==> config.mk <==
export PLATFORM = sky130hd
export DESIGN_NAME = tx_lane_scheduler_flat
export DESIGN_NICKNAME = d
export VERILOG_FILES = /design/src/rtl/tx_lane_scheduler_if.sv /design/src/rtl/tx_lane_scheduler.sv /design/src/flat_wrapper.sv
export SDC_FILE = /design/constraint.sdc
export NUM_CORES = 1
export LEC_CHECK = 0
export CORE_ASPECT_RATIO = 0.6
export CORE_MARGIN = 3
export CORE_UTILIZATION = 32
export CTS_BUF_LIST = sky130_fd_sc_hd__clkbuf_4
export CTS_CLUSTER_DIAMETER = 30
export CTS_CLUSTER_SIZE = 25
export DETAILED_ROUTE_END_ITERATION = 8
export PLACE_DENSITY = 0.58
export SYNTH_ARGS = -nofsm -noshare
export SYNTH_HDL_FRONTEND = slang
export SYNTH_SLANG_ARGS = --single-unit
==> constraint.sdc <==
create_clock -name clk_4f -period 4.6 [get_ports clk_4f]
set_input_delay 1.38 -clock clk_4f [delete_from_list [all_inputs] [get_ports clk_4f]]
set_output_delay 1.38 -clock clk_4f [all_outputs]
set_load 0.01 [all_outputs]
==> src/rtl/tx_lane_scheduler_if.sv <==
// Lane-side bus of the tx_lane_scheduler.
// Carries the four lane write ports and rx_sync into the scheduler, and the
// serializer byte path, per-lane flow-control flags and link state out of it.
//   master : the lane sources / link monitor (drives lane bytes and rx_sync)
//   slave  : the scheduler itself
interface tx_lane_scheduler_if;
  logic [7:0] data_in_0;
  logic [7:0] data_in_1;
  logic [7:0] data_in_2;
  logic [7:0] data_in_3;
  logic       valid_in_0;
  logic       valid_in_1;
  logic       valid_in_2;
  logic       valid_in_3;
  logic       rx_sync;
  logic [7:0] data_out;
  logic       valid_out;
  logic [1:0] lane_sel;
  logic       pause_0;
  logic       pause_1;
  logic       pause_2;
  logic       pause_3;
  logic       overflow_0;
  logic       overflow_1;
  logic       overflow_2;
  logic       overflow_3;
  logic [1:0] state;

  modport master (
    output data_in_0, data_in_1, data_in_2, data_in_3,
    output valid_in_0, valid_in_1, valid_in_2, valid_in_3,
    output rx_sync,
    input  data_out, valid_out, lane_sel,
    input  pause_0, pause_1, pause_2, pause_3,
    input  overflow_0, overflow_1, overflow_2, overflow_3,
    input  state
  );

  modport slave (
    input  data_in_0, data_in_1, data_in_2, data_in_3,
    input  valid_in_0, valid_in_1, valid_in_2, valid_in_3,
    input  rx_sync,
    output data_out, valid_out, lane_sel,
    output pause_0, pause_1, pause_2, pause_3,
    output overflow_0, overflow_1, overflow_2, overflow_3,
    output state
  );
endinterface

==> src/rtl/tx_lane_scheduler.sv <==
// tx_lane_scheduler: buffers four byte lanes in per-lane FIFOs and shares the
// single byte path into the serializer round-robin, one byte per clock, while
// the link is ACTIVE. COM is sent as filler whenever no lane is granted.
// Ports:
//   clk_4f   sole clock, posedge
//   reset_L  asynchronous active-low reset
//   bus      tx_lane_scheduler_if.slave (lane writes, rx_sync, data_out,
//            valid_out, lane_sel, pause_x, overflow_x, state)
//
// state      | meaning
// -----------+--------------------------------------------------------
// RESET  00  | one cycle after reset release; lane writes ignored
// WAIT_SYNC 01| counting consecutive rx_sync cycles; lanes buffer only
// ACTIVE 10  | link up; round-robin grant of one byte per clock
// (11)       | unused; recovers to RESET
module tx_lane_scheduler #(
  parameter int         DEPTH    = 4,
  parameter int         PTR_W    = 2,
  parameter int         AFULL_TH = 3,
  parameter int         SYNC_CNT = 4,
  parameter logic [7:0] COM      = 8'hBC
) (
  input logic              clk_4f,
  input logic              reset_L,
  tx_lane_scheduler_if.slave bus
);

  localparam int CNT_W = PTR_W + 1;
  localparam int SC_W  = $clog2(SYNC_CNT + 1);

  typedef enum logic [1:0] {
    ST_RESET     = 2'b00,
    ST_WAIT_SYNC = 2'b01,
    ST_ACTIVE    = 2'b10,
    ST_UNUSED    = 2'b11
  } state_t;

  state_t            state_r, state_nxt;
  logic [SC_W-1:0]   sync_cnt, sync_cnt_nxt;

  logic [7:0]        din [4];
  logic [3:0]        vin;
  logic [7:0]        mem [4][DEPTH];
  logic [PTR_W-1:0]  wr_ptr [4];
  logic [PTR_W-1:0]  rd_ptr [4];
  logic [CNT_W-1:0]  count [4];
  logic [3:0]        overflow;
  logic [3:0]        nonempty;
  logic [3:0]        pause;
  logic [3:0]        push, pop, accept, drop;

  logic              wr_en;
  logic              grant_en;
  logic              grant_vld;
  logic [1:0]        grant_lane;
  logic [1:0]        cand;
  logic [7:0]        grant_byte;
  logic [1:0]        last_grant;

  logic [7:0]        data_out_r;
  logic              valid_out_r;
  logic [1:0]        lane_sel_r;

  assign din[0] = bus.data_in_0;
  assign din[1] = bus.data_in_1;
  assign din[2] = bus.data_in_2;
  assign din[3] = bus.data_in_3;
  assign vin    = {bus.valid_in_3, bus.valid_in_2, bus.valid_in_1, bus.valid_in_0};

  // ---------------- link FSM ----------------
  always_ff @(posedge clk_4f or negedge reset_L) begin
    if (!reset_L) begin
      state_r  <= ST_RESET;
      sync_cnt <= '0;
    end else begin
      state_r  <= state_nxt;
      sync_cnt <= sync_cnt_nxt;
    end
  end

  always_comb begin
    state_nxt    = state_r;
    sync_cnt_nxt = sync_cnt;
    case (state_r)
      ST_RESET: begin
        state_nxt    = ST_WAIT_SYNC;
        sync_cnt_nxt = '0;
      end
      ST_WAIT_SYNC: begin
        if (!bus.rx_sync) begin
          sync_cnt_nxt = '0;
        end else if (sync_cnt == SC_W'(SYNC_CNT - 1)) begin
          state_nxt    = ST_ACTIVE;
          sync_cnt_nxt = '0;
        end else begin
          sync_cnt_nxt = sync_cnt + 1'b1;
        end
      end
      ST_ACTIVE: begin
        if (!bus.rx_sync) begin
          state_nxt    = ST_WAIT_SYNC;
          sync_cnt_nxt = '0;
        end
      end
      default: begin
        state_nxt    = ST_RESET;
        sync_cnt_nxt = '0;
      end
    endcase
  end

  assign wr_en    = (state_r == ST_WAIT_SYNC) || (state_r == ST_ACTIVE);
  // Losing sync in ACTIVE suppresses the grant on that same edge.
  assign grant_en = (state_r == ST_ACTIVE) && bus.rx_sync;

  // ---------------- arbitration ----------------
  always_comb begin
    for (int l = 0; l < 4; l++) begin
      nonempty[l] = (count[l] != '0);
      pause[l]    = (count[l] >= CNT_W'(AFULL_TH));
    end
  end

  // Search starts one past the last granted lane; i=4 wraps back onto it.
  always_comb begin
    grant_vld  = 1'b0;
    grant_lane = last_grant;
    cand       = last_grant;
    for (int i = 1; i <= 4; i++) begin
      cand = last_grant + 2'(i);
      if (grant_en && !grant_vld && nonempty[cand]) begin
        grant_vld  = 1'b1;
        grant_lane = cand;
      end
    end
  end

  assign grant_byte = mem[grant_lane][rd_ptr[grant_lane]];

  // A full lane still accepts a write when it is popped on the same edge.
  always_comb begin
    for (int l = 0; l < 4; l++) begin
      push[l]   = wr_en && vin[l];
      pop[l]    = grant_vld && (grant_lane == 2'(l));
      accept[l] = push[l] && ((count[l] != CNT_W'(DEPTH)) || pop[l]);
      drop[l]   = push[l] && (count[l] == CNT_W'(DEPTH)) && !pop[l];
    end
  end

  // ---------------- lane FIFOs ----------------
  always_ff @(posedge clk_4f or negedge reset_L) begin
    if (!reset_L) begin
      for (int l = 0; l < 4; l++) begin
        wr_ptr[l]   <= '0;
        rd_ptr[l]   <= '0;
        count[l]    <= '0;
        overflow[l] <= 1'b0;
      end
    end else begin
      for (int l = 0; l < 4; l++) begin
        if (accept[l]) wr_ptr[l] <= wr_ptr[l] + 1'b1;
        if (pop[l])    rd_ptr[l] <= rd_ptr[l] + 1'b1;
        if (drop[l])   overflow[l] <= 1'b1;
        case ({accept[l], pop[l]})
          2'b10:   count[l] <= count[l] + 1'b1;
          2'b01:   count[l] <= count[l] - 1'b1;
          default: count[l] <= count[l];
        endcase
      end
    end
  end

  // Storage needs no reset: count/pointers define which entries are live.
  always_ff @(posedge clk_4f) begin
    for (int l = 0; l < 4; l++) begin
      if (accept[l]) mem[l][wr_ptr[l]] <= din[l];
    end
  end

  // ---------------- output register ----------------
  always_ff @(posedge clk_4f or negedge reset_L) begin
    if (!reset_L) begin
      data_out_r  <= COM;
      valid_out_r <= 1'b0;
      lane_sel_r  <= 2'd0;
      last_grant  <= 2'd3;
    end else if (grant_vld) begin
      data_out_r  <= grant_byte;
      valid_out_r <= 1'b1;
      lane_sel_r  <= grant_lane;
      last_grant  <= grant_lane;
    end else begin
      data_out_r  <= COM;
      valid_out_r <= 1'b0;
    end
  end

  assign bus.data_out   = data_out_r;
  assign bus.valid_out  = valid_out_r;
  assign bus.lane_sel   = lane_sel_r;
  assign bus.state      = state_r;
  assign bus.pause_0    = pause[0];
  assign bus.pause_1    = pause[1];
  assign bus.pause_2    = pause[2];
  assign bus.pause_3    = pause[3];
  assign bus.overflow_0 = overflow[0];
  assign bus.overflow_1 = overflow[1];
  assign bus.overflow_2 = overflow[2];
  assign bus.overflow_3 = overflow[3];

endmodule

==> src/flat_wrapper.sv <==
// flat-port wrapper written by rule: the top's interface ports become plain ports
module tx_lane_scheduler_flat 
#(
  parameter int         DEPTH    = 4,
  parameter int         PTR_W    = 2,
  parameter int         AFULL_TH = 3,
  parameter int         SYNC_CNT = 4,
  parameter logic [7:0] COM      = 8'hBC
)
  (clk_4f, reset_L, bus_data_in_0, bus_data_in_1, bus_data_in_2, bus_data_in_3, bus_valid_in_0, bus_valid_in_1, bus_valid_in_2, bus_valid_in_3, bus_rx_sync, bus_data_out, bus_valid_out, bus_lane_sel, bus_pause_0, bus_pause_1, bus_pause_2, bus_pause_3, bus_overflow_0, bus_overflow_1, bus_overflow_2, bus_overflow_3, bus_state);
  tx_lane_scheduler_if bus_i ();
  input logic clk_4f;
  input logic reset_L;
  input wire logic [$bits(bus_i.data_in_0)-1:0] bus_data_in_0;
  input wire logic [$bits(bus_i.data_in_1)-1:0] bus_data_in_1;
  input wire logic [$bits(bus_i.data_in_2)-1:0] bus_data_in_2;
  input wire logic [$bits(bus_i.data_in_3)-1:0] bus_data_in_3;
  input wire logic [$bits(bus_i.valid_in_0)-1:0] bus_valid_in_0;
  input wire logic [$bits(bus_i.valid_in_1)-1:0] bus_valid_in_1;
  input wire logic [$bits(bus_i.valid_in_2)-1:0] bus_valid_in_2;
  input wire logic [$bits(bus_i.valid_in_3)-1:0] bus_valid_in_3;
  input wire logic [$bits(bus_i.rx_sync)-1:0] bus_rx_sync;
  output wire logic [$bits(bus_i.data_out)-1:0] bus_data_out;
  output wire logic [$bits(bus_i.valid_out)-1:0] bus_valid_out;
  output wire logic [$bits(bus_i.lane_sel)-1:0] bus_lane_sel;
  output wire logic [$bits(bus_i.pause_0)-1:0] bus_pause_0;
  output wire logic [$bits(bus_i.pause_1)-1:0] bus_pause_1;
  output wire logic [$bits(bus_i.pause_2)-1:0] bus_pause_2;
  output wire logic [$bits(bus_i.pause_3)-1:0] bus_pause_3;
  output wire logic [$bits(bus_i.overflow_0)-1:0] bus_overflow_0;
  output wire logic [$bits(bus_i.overflow_1)-1:0] bus_overflow_1;
  output wire logic [$bits(bus_i.overflow_2)-1:0] bus_overflow_2;
  output wire logic [$bits(bus_i.overflow_3)-1:0] bus_overflow_3;
  output wire logic [$bits(bus_i.state)-1:0] bus_state;
  assign bus_i.data_in_0 = bus_data_in_0;
  assign bus_i.data_in_1 = bus_data_in_1;
  assign bus_i.data_in_2 = bus_data_in_2;
  assign bus_i.data_in_3 = bus_data_in_3;
  assign bus_i.valid_in_0 = bus_valid_in_0;
  assign bus_i.valid_in_1 = bus_valid_in_1;
  assign bus_i.valid_in_2 = bus_valid_in_2;
  assign bus_i.valid_in_3 = bus_valid_in_3;
  assign bus_i.rx_sync = bus_rx_sync;
  assign bus_data_out = bus_i.data_out;
  assign bus_valid_out = bus_i.valid_out;
  assign bus_lane_sel = bus_i.lane_sel;
  assign bus_pause_0 = bus_i.pause_0;
  assign bus_pause_1 = bus_i.pause_1;
  assign bus_pause_2 = bus_i.pause_2;
  assign bus_pause_3 = bus_i.pause_3;
  assign bus_overflow_0 = bus_i.overflow_0;
  assign bus_overflow_1 = bus_i.overflow_1;
  assign bus_overflow_2 = bus_i.overflow_2;
  assign bus_overflow_3 = bus_i.overflow_3;
  assign bus_state = bus_i.state;
  tx_lane_scheduler #(.DEPTH(DEPTH), .PTR_W(PTR_W), .AFULL_TH(AFULL_TH), .SYNC_CNT(SYNC_CNT), .COM(COM)) u_core (.clk_4f(clk_4f), .reset_L(reset_L), .bus(bus_i));
endmodule
==> results.cfg <==
[yosys]
synth_ff_type = edfxtp_1
syn_area_mm2 = 0.00784
synthTopCellsByArea = edfxtp_1 49%, dfrtp_1 14%, mux2i_1 5.7%
syn-num-nets = 610
synthCells = 542
seq_area_frac_synth_pct = 65.1
synth_warnings = 0
yosysTopAreaCell = edfxtp_1
async_flop_share_pct = 28.1
synth_seq_cells = 178
yosysTopAreaCellShare_pct = 49.0
postSynthAreaPerCell_um2 = 14.5
synth_cell_type_count = 65
synth_edf_count = 128

[finish]
regArea_mm2 = 0.00510
layout_commonest_cell = edfxtp_1
fillers = 2217
nets = 690
layout-drive-gt1-share_pct = 13.9
multi_input_area_mm2 = 0.00251
final_cell_mix = 128 x edfxtp_1, 58 x clkdlybuf4s50_1, 50 x nand2_1, 45 x mux2i_1, 43 x dfrtp_1
antenna_cells = 0
syn_to_final_growth_pct = 16.8

[worst_setup_path]
crit_chain = clkdlybuf4s50_1 > nand2_1 > a221oi_1 > mux2_2 > buf_4 > clkinv_8 > nand2_1 > a31oi_2 > inv_1 > ha_1 > inv_1 > fa_1 > xor2_1 > nor2_1 > xor2_1
critical_path_class = primary input to flop
cpMaxStageDelayCell = clkdlybuf4s50_1
critPathArrivalTime_ps = 4500
max_stage_delay_ps = 580
endpoint_kind = flop
worstPathMaxFanout = 26
cp.required_ps = 5130
cp-start-kind = primary input

[routing]
drt_wl_total_mm = 18.6
drt-vias-per-instance = 4.86
drt-initial-drc-count = 424
routedWlPerCell_um = 19.5
ant_nets = 0
drc_errors = 0
vias = 4615
firstDrtPassIters = 5

[power]
peakVddDrop_uv = 150
seq_power_share_pct = 50.9
switching_share_pct = 33.1
p_leak_nw = 3.43
p_per_area_mw_per_mm2 = 480
power_w = 0.00439
internal_power_w = 0.00294
power_frac_clock_pct = 21.1
pwr-share-comb_pct = 28.0
p_switching_w = 0.00146

[global_routing]
track_usage_pct = 14.5
grt_pass1_vias = 4714
antenna_found_initial = 0
grt_use_met3_pct = 3.98
grt_max_degree = 31
met2_usage_pct = 19.9
grt_overflow_total = 0
met1_usage_pct = 22.7
grt_pass1_wl_mm = 28.5
grt_busiest_layer = met1

[sta]
finalHoldViolations = 0
maxSlewHeadroom_pct = 44.7
fin_crit_sh_pct = 86.3
timing_max_transition_violations_final = 0
setup-violations-final = 0
worstMarginPinSlew_ps = 830
grt_setup_unrepaired = false
period_minus_slack_ps = 3970
fin_tns_setup_ps = 0
max_freq_ghz = 0.252
finalClockSkew_ps = 30.7

[floorplanning]
initial_core_util_pct = 33.3
row_count = 43
pin_count = 60
die-area_mm2 = 0.0265
die_y_um = 127
dieWidth_um = 208
design.core.area_mm2 = 0.0236

[cts]
cts_root_buffer = clkbuf_4
clk_latency_ps = 590
cts_buffers = 17
cts.sinks = 178
clkTransAtPathRegs_ps = 160
cts_tree = done
hold_buffers = 0
cts_setup_buffers = 0
ctsResizeCount = 0
cts_max_level = 4
cts_buffer_depth = 2

[run_status]
status = finished, final reports clean

[job]
drv_cap = 0

[min_path]
hp-class = flop to flop

[placement]
dp_hpwl_mm = 13.9
port_buffers = 59
gp_congestion = 0.833
[path summary, 6_finish.rpt]
check                                        to                 from  slack, ps  cells past startpoint
min in group asynchronous    u_core.overflow[0]              reset_L        880                      1
min                          u_core.overflow[2]   u_core.overflow[2]        500                      1
max reg2reg                     u_core.count[2]  u_core.bus.state[0]       1120                     16
min reg2reg                  u_core.overflow[2]   u_core.overflow[2]        500                      1
max in group asynchronous  u_core.last_grant[0]              reset_L       2850                      2
max                             u_core.count[2]          bus_rx_sync        630                     15
[routing by layer]
| layer | share of wire [%] | vias up | wire [µm] |
|---|---|---|---|
| li1 | - | 2151 | - |
| met3 | 6.0 | 12 | 1120 |
| met4 | 0.82 | 0 | 152 |
| met1 | 53 | 2315 | 9770 |
| met5 | 0 | - | 0 |
| met2 | 40 | 137 | 7510 |
[cell families (layout without fill, tap and decap cells)]
group | count (synthesis) | count (layout) | share of synthesized area (%)
adder cells (fa/ha/maj) | 29 | 29 | 5.01
AND/OR/NAND/NOR | 120 | 120 | 8.17
flip-flops | 178 | 178 | 65.1
AO/OA/AOI/OAI | 81 | 81 | 7.64
multiplexers | 63 | 63 | 8.55
XOR/XNOR | 24 | 24 | 2.68
buffers and inverters | 47 | 140 | 2.84
[synth_stat cells (3+ instances only)]
library cell / instances
a21o_1: 5
nor2_1: 13
fa_1: 4
nand3_1: 6
buf_1: 3
inv_1: 30
a211oi_1: 10
mux2_2: 12
nand2_1: 50
buf_2: 3
a31oi_1: 3
dfstp_2: 7
mux2i_1: 45
a2111oi_0: 6
nor3_1: 6
mux2_1: 3
edfxtp_1: 128
ha_1: 25
xor2_1: 12
a221o_1: 3
a21oi_1: 9
nor2_2: 3
dfrtp_1: 43
nor2b_1: 7
a22o_1: 6
o21ai_0: 13
and2_1: 18
clkbuf_1: 5
buf_6: 4
xnor2_1: 12
o22ai_1: 5
[area by class of cell]
cell class,instances,area share (%)
sequential,178,55.7
multi-input combinational,317,27.5
timing repair buffer,76,7.79
tap,315,4.30
clock inverter,14,1.79
clock buffer,18,1.48
inverter,32,1.45
[worst max-delay path: cells and delay by family]
family	cells	cell delay (ps)
adder cells (fa/ha/maj)	2	610
AND/OR/NAND/NOR	3	400
buffers and inverters	5	1130
XOR/XNOR	2	300
AO/OA/AOI/OAI	2	390
multiplexers	1	280
[power by group through the flow]
stage	combinational (W)	sequential, W	clock [W]
floorplan	0.000795	0.00221	0
global placement	0.00119	0.00226	0
detailed placement	0.00124	0.00227	0
CTS	0.00125	0.00224	0.000952
global route	0.00138	0.00227	0.00103
finish	0.00123	0.00223	0.000927
[registers in the layout, indices dropped and copies added, names as in the netlist]
register and flops:
u_core.bus.data_out 8, u_core.bus.lane_sel 2, u_core.bus.state 2, u_core.bus.valid_out 1, u_core.count 12, u_core.last_grant 2, u_core.mem 128, u_core.overflow 4
u_core.rd_ptr 8, u_core.sync_cnt 3, u_core.wr_ptr 8
[per-stage QoR]
step / hold slack [ps] / setup slack [ps] / area [µm²] / utilization, % / cells
final: 498 / 630 / 9160 / 38.9 / 950
after global routing: 524 / 432 / 9160 / 38.9 / 950
after CTS: 505 / 693 / 9160 / 38.9 / 950
after detailed placement: 471 / 29.6 / 8860 / 37.6 / 918
after global placement: 465 / 207 / 8860 / 37.6 / 918
after floorplan: 465 / 805 / 7840 / - / 542
No activity file was read; power rests on OpenSTA's default activity.
